$ cat config.mk
export PLATFORM = sky130hd
export DESIGN_NAME = muldiv_unit
export DESIGN_NICKNAME = d
export VERILOG_FILES = /design/src/rtl/muldiv_pkg.sv /design/src/rtl/muldiv_step.sv /design/src/rtl/muldiv_unit.sv
export SDC_FILE = /design/constraint.sdc
export NUM_CORES = 1
export LEC_CHECK = 0
export CAP_MARGIN = 20
export CORE_MARGIN = 1
export CORE_UTILIZATION = 54
export DETAILED_ROUTE_END_ITERATION = 10
export PLACE_DENSITY = 0.78
export SLEW_MARGIN = 10
export SYNTH_ARGS = -nofsm -noshare
export SYNTH_HDL_FRONTEND = slang
export SYNTH_SLANG_ARGS = --single-unit
$ cat constraint.sdc
create_clock -name clock -period 6.69 [get_ports clock]
set_input_delay 1.338 -clock clock [delete_from_list [all_inputs] [get_ports clock]]
set_output_delay 1.338 -clock clock [all_outputs]
set_load 0.03 [all_outputs]
$ cat src/rtl/muldiv_pkg.sv
// ---------------------------------------------------------------------------
// muldiv_pkg : SPECIAL funct codes and decode helpers for the muldiv unit
// Revision   : 1.0
// ---------------------------------------------------------------------------
`default_nettype none

package muldiv_pkg;

  localparam logic [5:0] SPECIAL_MTHI  = 6'h11;
  localparam logic [5:0] SPECIAL_MTLO  = 6'h13;
  localparam logic [5:0] SPECIAL_MULT  = 6'h18;
  localparam logic [5:0] SPECIAL_MULTU = 6'h19;
  localparam logic [5:0] SPECIAL_DIV   = 6'h1A;
  localparam logic [5:0] SPECIAL_DIVU  = 6'h1B;

  function automatic logic is_iterative(input logic [5:0] funct);
    return (funct == SPECIAL_MULT) || (funct == SPECIAL_MULTU) ||
           (funct == SPECIAL_DIV)  || (funct == SPECIAL_DIVU);
  endfunction

  function automatic logic is_signed_op(input logic [5:0] funct);
    return (funct == SPECIAL_MULT) || (funct == SPECIAL_DIV);
  endfunction

  function automatic logic is_div_op(input logic [5:0] funct);
    return (funct == SPECIAL_DIV) || (funct == SPECIAL_DIVU);
  endfunction

endpackage

`default_nettype wire

$ cat src/rtl/muldiv_step.sv
// ---------------------------------------------------------------------------
// muldiv_step : one combinational shift-add / restoring-divide iteration
// Revision    : 1.0
// ---------------------------------------------------------------------------
`default_nettype none

module muldiv_step #(
  parameter int WIDTH = 32
) (
  input  logic [2*WIDTH:0] acc_i,
  input  logic [WIDTH:0]   rem_i,
  input  logic [WIDTH-1:0] operand_i,
  input  logic             is_div_i,
  output logic [2*WIDTH:0] acc_o,
  output logic [WIDTH:0]   rem_o
);

  logic [WIDTH:0]   sum;
  logic [WIDTH+1:0] shifted;
  logic [WIDTH+1:0] trial;

  always_comb begin
    sum     = {1'b0, acc_i[2*WIDTH-1:WIDTH]} + (acc_i[0] ? {1'b0, operand_i} : '0);
    // Divide keeps the dividend/quotient in acc[WIDTH-1:0], MSB first.
    shifted = {rem_i, acc_i[WIDTH-1]};
    trial   = shifted - {2'b00, operand_i};
    acc_o   = {1'b0, sum, acc_i[WIDTH-1:1]};
    rem_o   = rem_i;
    if (is_div_i) begin
      if (trial[WIDTH+1]) begin
        rem_o = shifted[WIDTH:0];
        acc_o = {acc_i[2*WIDTH:WIDTH], acc_i[WIDTH-2:0], 1'b0};
      end else begin
        rem_o = trial[WIDTH:0];
        acc_o = {acc_i[2*WIDTH:WIDTH], acc_i[WIDTH-2:0], 1'b1};
      end
    end
  end

endmodule

`default_nettype wire

$ cat src/rtl/muldiv_unit.sv
// ---------------------------------------------------------------------------
// muldiv_unit : iterative MULT/DIV unit owning the architectural HI/LO pair
// Revision    : 1.0
// ---------------------------------------------------------------------------
`default_nettype none

module muldiv_unit
  import muldiv_pkg::*;
#(
  parameter int WIDTH = 32,
  parameter int CNT_W = 6
) (
  input  logic             clock,
  input  logic             reset,
  input  logic             w_start,
  input  logic [5:0]       w_op_code_6,
  input  logic [WIDTH-1:0] w_input1_x,
  input  logic [WIDTH-1:0] w_input2_x,
  input  logic             w_flush,
  output logic             w_busy,
  output logic             w_done,
  output logic [WIDTH-1:0] w_hi_x,
  output logic [WIDTH-1:0] w_lo_x
);

  localparam logic [1:0] ST_IDLE = 2'd0;
  localparam logic [1:0] ST_RUN  = 2'd1;
  localparam logic [1:0] ST_FIX  = 2'd2;

  logic [1:0]       state_q, state_d;
  logic [CNT_W-1:0] cnt_q;
  logic [2*WIDTH:0] acc_q, acc_d;
  logic [WIDTH:0]   rem_q, rem_d;
  logic [WIDTH-1:0] opnd_q;
  logic [WIDTH-1:0] hi_q, lo_q, hi_d, lo_d;
  logic             is_div_q, neg_q, rem_neg_q, dz_q, done_q;

  logic             accept, sgn;
  logic [WIDTH-1:0] mag1, mag2;
  logic [2*WIDTH-1:0] prod_s;
  logic [WIDTH-1:0] quot_s, rem_s;

  assign accept = w_start && !w_flush;
  assign sgn    = is_signed_op(w_op_code_6);
  assign mag1   = (sgn && w_input1_x[WIDTH-1]) ? -w_input1_x : w_input1_x;
  assign mag2   = (sgn && w_input2_x[WIDTH-1]) ? -w_input2_x : w_input2_x;

  muldiv_step #(.WIDTH(WIDTH)) u_step (
    .acc_i     (acc_q),
    .rem_i     (rem_q),
    .operand_i (opnd_q),
    .is_div_i  (is_div_q),
    .acc_o     (acc_d),
    .rem_o     (rem_d)
  );

  always_ff @(posedge clock or posedge reset) begin
    if (reset) state_q <= ST_IDLE;
    else       state_q <= state_d;
  end

  always_comb begin
    state_d = state_q;
    case (state_q)
      ST_IDLE: if (accept && is_iterative(w_op_code_6)) state_d = ST_RUN;
      ST_RUN: begin
        if (w_flush)                            state_d = ST_IDLE;
        else if (cnt_q == CNT_W'(WIDTH - 1))    state_d = ST_FIX;
      end
      ST_FIX:  state_d = ST_IDLE;
      default: state_d = ST_IDLE;
    endcase
  end

  always_comb begin
    w_busy = (state_q != ST_IDLE);
    w_done = done_q;
    w_hi_x = hi_q;
    w_lo_x = lo_q;
  end

  // Sign fix-up; a zero divisor forces LO to all ones while HI (remainder
  // re-signed with the dividend) naturally reproduces the raw dividend.
  always_comb begin
    prod_s = neg_q ? -acc_q[2*WIDTH-1:0] : acc_q[2*WIDTH-1:0];
    quot_s = neg_q ? -acc_q[WIDTH-1:0] : acc_q[WIDTH-1:0];
    rem_s  = rem_neg_q ? -rem_q[WIDTH-1:0] : rem_q[WIDTH-1:0];
    if (is_div_q) begin
      hi_d = rem_s;
      lo_d = dz_q ? '1 : quot_s;
    end else begin
      hi_d = prod_s[2*WIDTH-1:WIDTH];
      lo_d = prod_s[WIDTH-1:0];
    end
  end

  always_ff @(posedge clock or posedge reset) begin
    if (reset) begin
      cnt_q     <= '0;
      acc_q     <= '0;
      rem_q     <= '0;
      opnd_q    <= '0;
      hi_q      <= '0;
      lo_q      <= '0;
      is_div_q  <= 1'b0;
      neg_q     <= 1'b0;
      rem_neg_q <= 1'b0;
      dz_q      <= 1'b0;
      done_q    <= 1'b0;
    end else begin
      done_q <= 1'b0;
      case (state_q)
        ST_IDLE: begin
          if (accept) begin
            if (w_op_code_6 == SPECIAL_MTHI) begin
              hi_q <= w_input1_x;
            end else if (w_op_code_6 == SPECIAL_MTLO) begin
              lo_q <= w_input1_x;
            end else if (is_iterative(w_op_code_6)) begin
              cnt_q     <= '0;
              acc_q     <= {{(WIDTH+1){1'b0}}, mag1};
              rem_q     <= '0;
              opnd_q    <= mag2;
              is_div_q  <= is_div_op(w_op_code_6);
              neg_q     <= sgn && (w_input1_x[WIDTH-1] ^ w_input2_x[WIDTH-1]);
              rem_neg_q <= sgn && w_input1_x[WIDTH-1];
              dz_q      <= (w_input2_x == '0);
            end
          end
        end
        ST_RUN: begin
          if (!w_flush) begin
            acc_q <= acc_d;
            rem_q <= rem_d;
            cnt_q <= cnt_q + 1'b1;
          end
        end
        ST_FIX: begin
          if (!w_flush) begin
            hi_q   <= hi_d;
            lo_q   <= lo_d;
            done_q <= 1'b1;
          end
        end
        default: ;
      endcase
    end
  end

endmodule

`default_nettype wire

==> metrics.txt <==
worst r2r dst=acc_q[61]$_DFFE_PP0P_; FF+latch area=5160 µm²; DR top layer=met4; Placement Setup Slack=2.128 ns; largest net degree at the start of global routing=96; post-synthesis sequential area ratio=0.3204; total gr overflow=0; Worst EP arrival=5.00 ns; worst hold stages=2; EDFF count, synth=0; Yosys top cell by area=dfrtp_1; setup slack after layout=~2.1 ns; die height=~170 µm; Slew HR=0.2954; VDD IR max=between 200 and 250 µV; combinational share of power=0.319; FMAX=218.4 MHz; final worst path period need=~4.6 ns; crit path max fanout=32; outcome=completed; CTS tree=built; CTS Buf Count=25; setup TNS=0 ns; fraction of layout cells with a size suffix above 1=0.04439; metal3 WL=3577 µm; Fillers=~2.5k; Nets=2267; internal power=about 2.9 mW; Worst Hold Launch=opnd_q[19]$_DFFE_PP0P_; crit path launch type=flop; reg2reg start=acc_q[0]$_DFFE_PP0P_; H-tree Lvls=1; clock transition at the registers of the reported paths=roughly 0.06 ns; Pre-antenna DRT Iters=6; vias in the first global route=about 15k; Static Leakage=approximately 8 nW; Min-Delay Endpoint=opnd_q[19]$_DFFE_PP0P_; global-route wire length before repair=79030 µm; Crit. End Element=flop; commonest cells in the netlist=nand2_1, o21ai_0, dfrtp_1, nor2_1, a21oi_1; initial drt markers=roughly 1.6k; Die X=about 170 µm; setup repair after global routing missed its margin=false; WL/cell=slightly below 20 µm; CP required=roughly 7 ns; drt via density=between 6 and 7; FF-to-FF path depth=12; synth top area cells=dfrtp_1, o21ai_0, nand2_1; PortBufs=around 140; Core Region=~29000 µm²; Hold Path Class=reg -> reg; Synth top area share=0.3204; Max Slew Vio Count=0; # setup viols final=0; final core utilization=0.6408; worst reg-to-reg setup slack=around 2.1 ns; clock sink total=206; Unique masters post-synth=74; footprint of the multi-input gates=slightly above 10000 µm²; Mapped Avg Cell Area=7.801 µm²; CTS-repair resized insts=0; share of flip-flops with an asynchronous set or reset=1.000; max-cap violation count=0; sw frac=0.3703; crit share post-route=0.6845; DP HPWL=roughly 37000 µm; Starting Density=0.5545; Met2 Wirelength=approximately 23000 µm; GRT Total Usage=0.3214; Yosys warning count=0; CTS Hold Bufs=0; Slew @ Worst Pin=1.057 ns; Mapped Area=between 15000 and 20000 µm²; Syn Nets=2207; ANT nets after route=0; root buffer cell=clkbuf_16; Fin. Hold Viols=0; antenna violations before repair=0; io pins=140; area grow syn2layout=15.58%; Die ar.=around 30000 µm²; clk buf depth=3; clock share of power=0.312; Post-synth top flop=dfrtp_1; ant diodes=0; Via Count=around 16k; WL met1=about 21000 µm; Final GP Congestion=0.9646; critical path type=reg -> reg; PwrDens=between 200 and 250 nW/µm²; drt total wl=roughly 50000 µm; num rows=62; sequential power share=0.369; switching power=~1.7 mW; DRC=0; Syn Inst Count=around 2.1k; Clock Skew=between 0.015 and 0.02 ns; clk_lat worst skew=approximately 0.54 ns; #FFs+latches synth=approximately 210; count leader, synth=nand2_1; Setup Fix Bufs, Post-CTS=0
## power groups by stage
stage	combinational, mW	clock [mW]	sequential, mW
3_5_place_dp	1.42	0	1.69
5_1_grt	1.60	1.48	1.71
3_3_place_gp	1.39	0	1.68
4_1_cts	1.43	1.43	1.67
2_1_floorplan	1.04	0	1.62
6_report	1.45	1.42	1.68
## per-layer routing
metal | up-vias | track usage
li1 | 7459 | -
met1 | 7575 | 0.4273
met2 | 728 | 0.5236
met3 | 149 | 0.03938
met4 | 0 | 0.1482
met5 | - | 0
## area by class of cell
| class | instances | share of cell area |
|---|---|---|
| clock buffer | 33 | 0.03849 |
| clock inverter | 12 | 0.007604 |
| inverter | 66 | 0.01353 |
| multi-input combinational | 1665 | 0.5517 |
| sequential | 206 | 0.2775 |
| tap | 384 | 0.02584 |
| timing repair buffer | 158 | 0.08533 |
## worst max path at each step
| stage | from | to | slack, ns |
|---|---|---|---|
| finish | acc_q[0]$_DFFE_PP0P_ | acc_q[61]$_DFFE_PP0P_ | 2.11 |
| global route | acc_q[0]$_DFFE_PP0P_ | acc_q[61]$_DFFE_PP0P_ | 1.90 |
| CTS | acc_q[0]$_DFFE_PP0P_ | acc_q[61]$_DFFE_PP0P_ | 2.12 |
| detailed placement | acc_q[0]$_DFFE_PP0P_ | acc_q[61]$_DFFE_PP0P_ | 2.13 |
| global placement | w_input1_x[6] | acc_q[30]$_DFFE_PP0P_ | 2.20 |
| floorplan | reset | acc_q[0]$_DFFE_PP0P_ | 2.68 |
## metrics by stage
stage,cell area [µm²],std cells,hold slack [ns],power [mW]
2_1_floorplan,16090,2062,0.4436,2.666
3_3_place_gp,17670,2476,0.4607,3.076
3_5_place_dp,17690,2477,0.4698,3.118
4_1_cts,18550,2522,0.4868,4.538
5_1_grt,18590,2524,0.4932,4.787
6_report,18590,2524,0.4790,4.555
## layout by cell type, fill, tap and decap left out, types with 22 or more instances in the layout
cell / instances
inv_1: 65
nand3_1: 24
ha_1: 69
clkdlybuf4s50_1: 139
clkbuf_16: 25
a21o_1: 24
o22ai_1: 36
o31ai_1: 41
nor3_1: 34
a21oi_1: 133
dfrtp_1: 204
xor2_1: 81
nor2_1: 153
mux2i_1: 38
or3_1: 23
nand2b_1: 22
xnor2_1: 120
o21ai_0: 295
nand2_1: 323
## state kept, by name, summed over array words and instances, names as in the netlist
signal and count:
acc_q 64, cnt_q 6, dz_q 1, is_div_q 1, neg_q 1, opnd_q 32
rem_neg_q 1, rem_q 33, state_q 2, w_done 1, w_hi_x 32, w_lo_x 32
## cells by family (layout without fill, tap and decap cells)
group,count (synthesis),count (layout),share of synthesized area
and+or+nand+nor,681,681,0.1932
AOI/OAI and AO/OA,671,671,0.2499
DFF,206,206,0.3204
xor gates and xnor gates,202,202,0.1100
buffers and inverters,191,269,0.04527
adders and majority gates,71,71,0.05616
muxes,40,40,0.02504
## worst max-delay path: stages, from the launching register on
cell       delay (ns)
dfrtp_1          0.49
inv_1            0.81
nor2_1           0.13
ha_1             0.41
a21oi_1          0.28
o21ai_0          0.13
a2111oi_0        0.41
nor2_1           0.09
a311o_1          0.46
nor3_1           0.35
o31ai_1          0.22
or3_1            0.42
a32o_1           0.25
(Power assumes the default switching activity.)
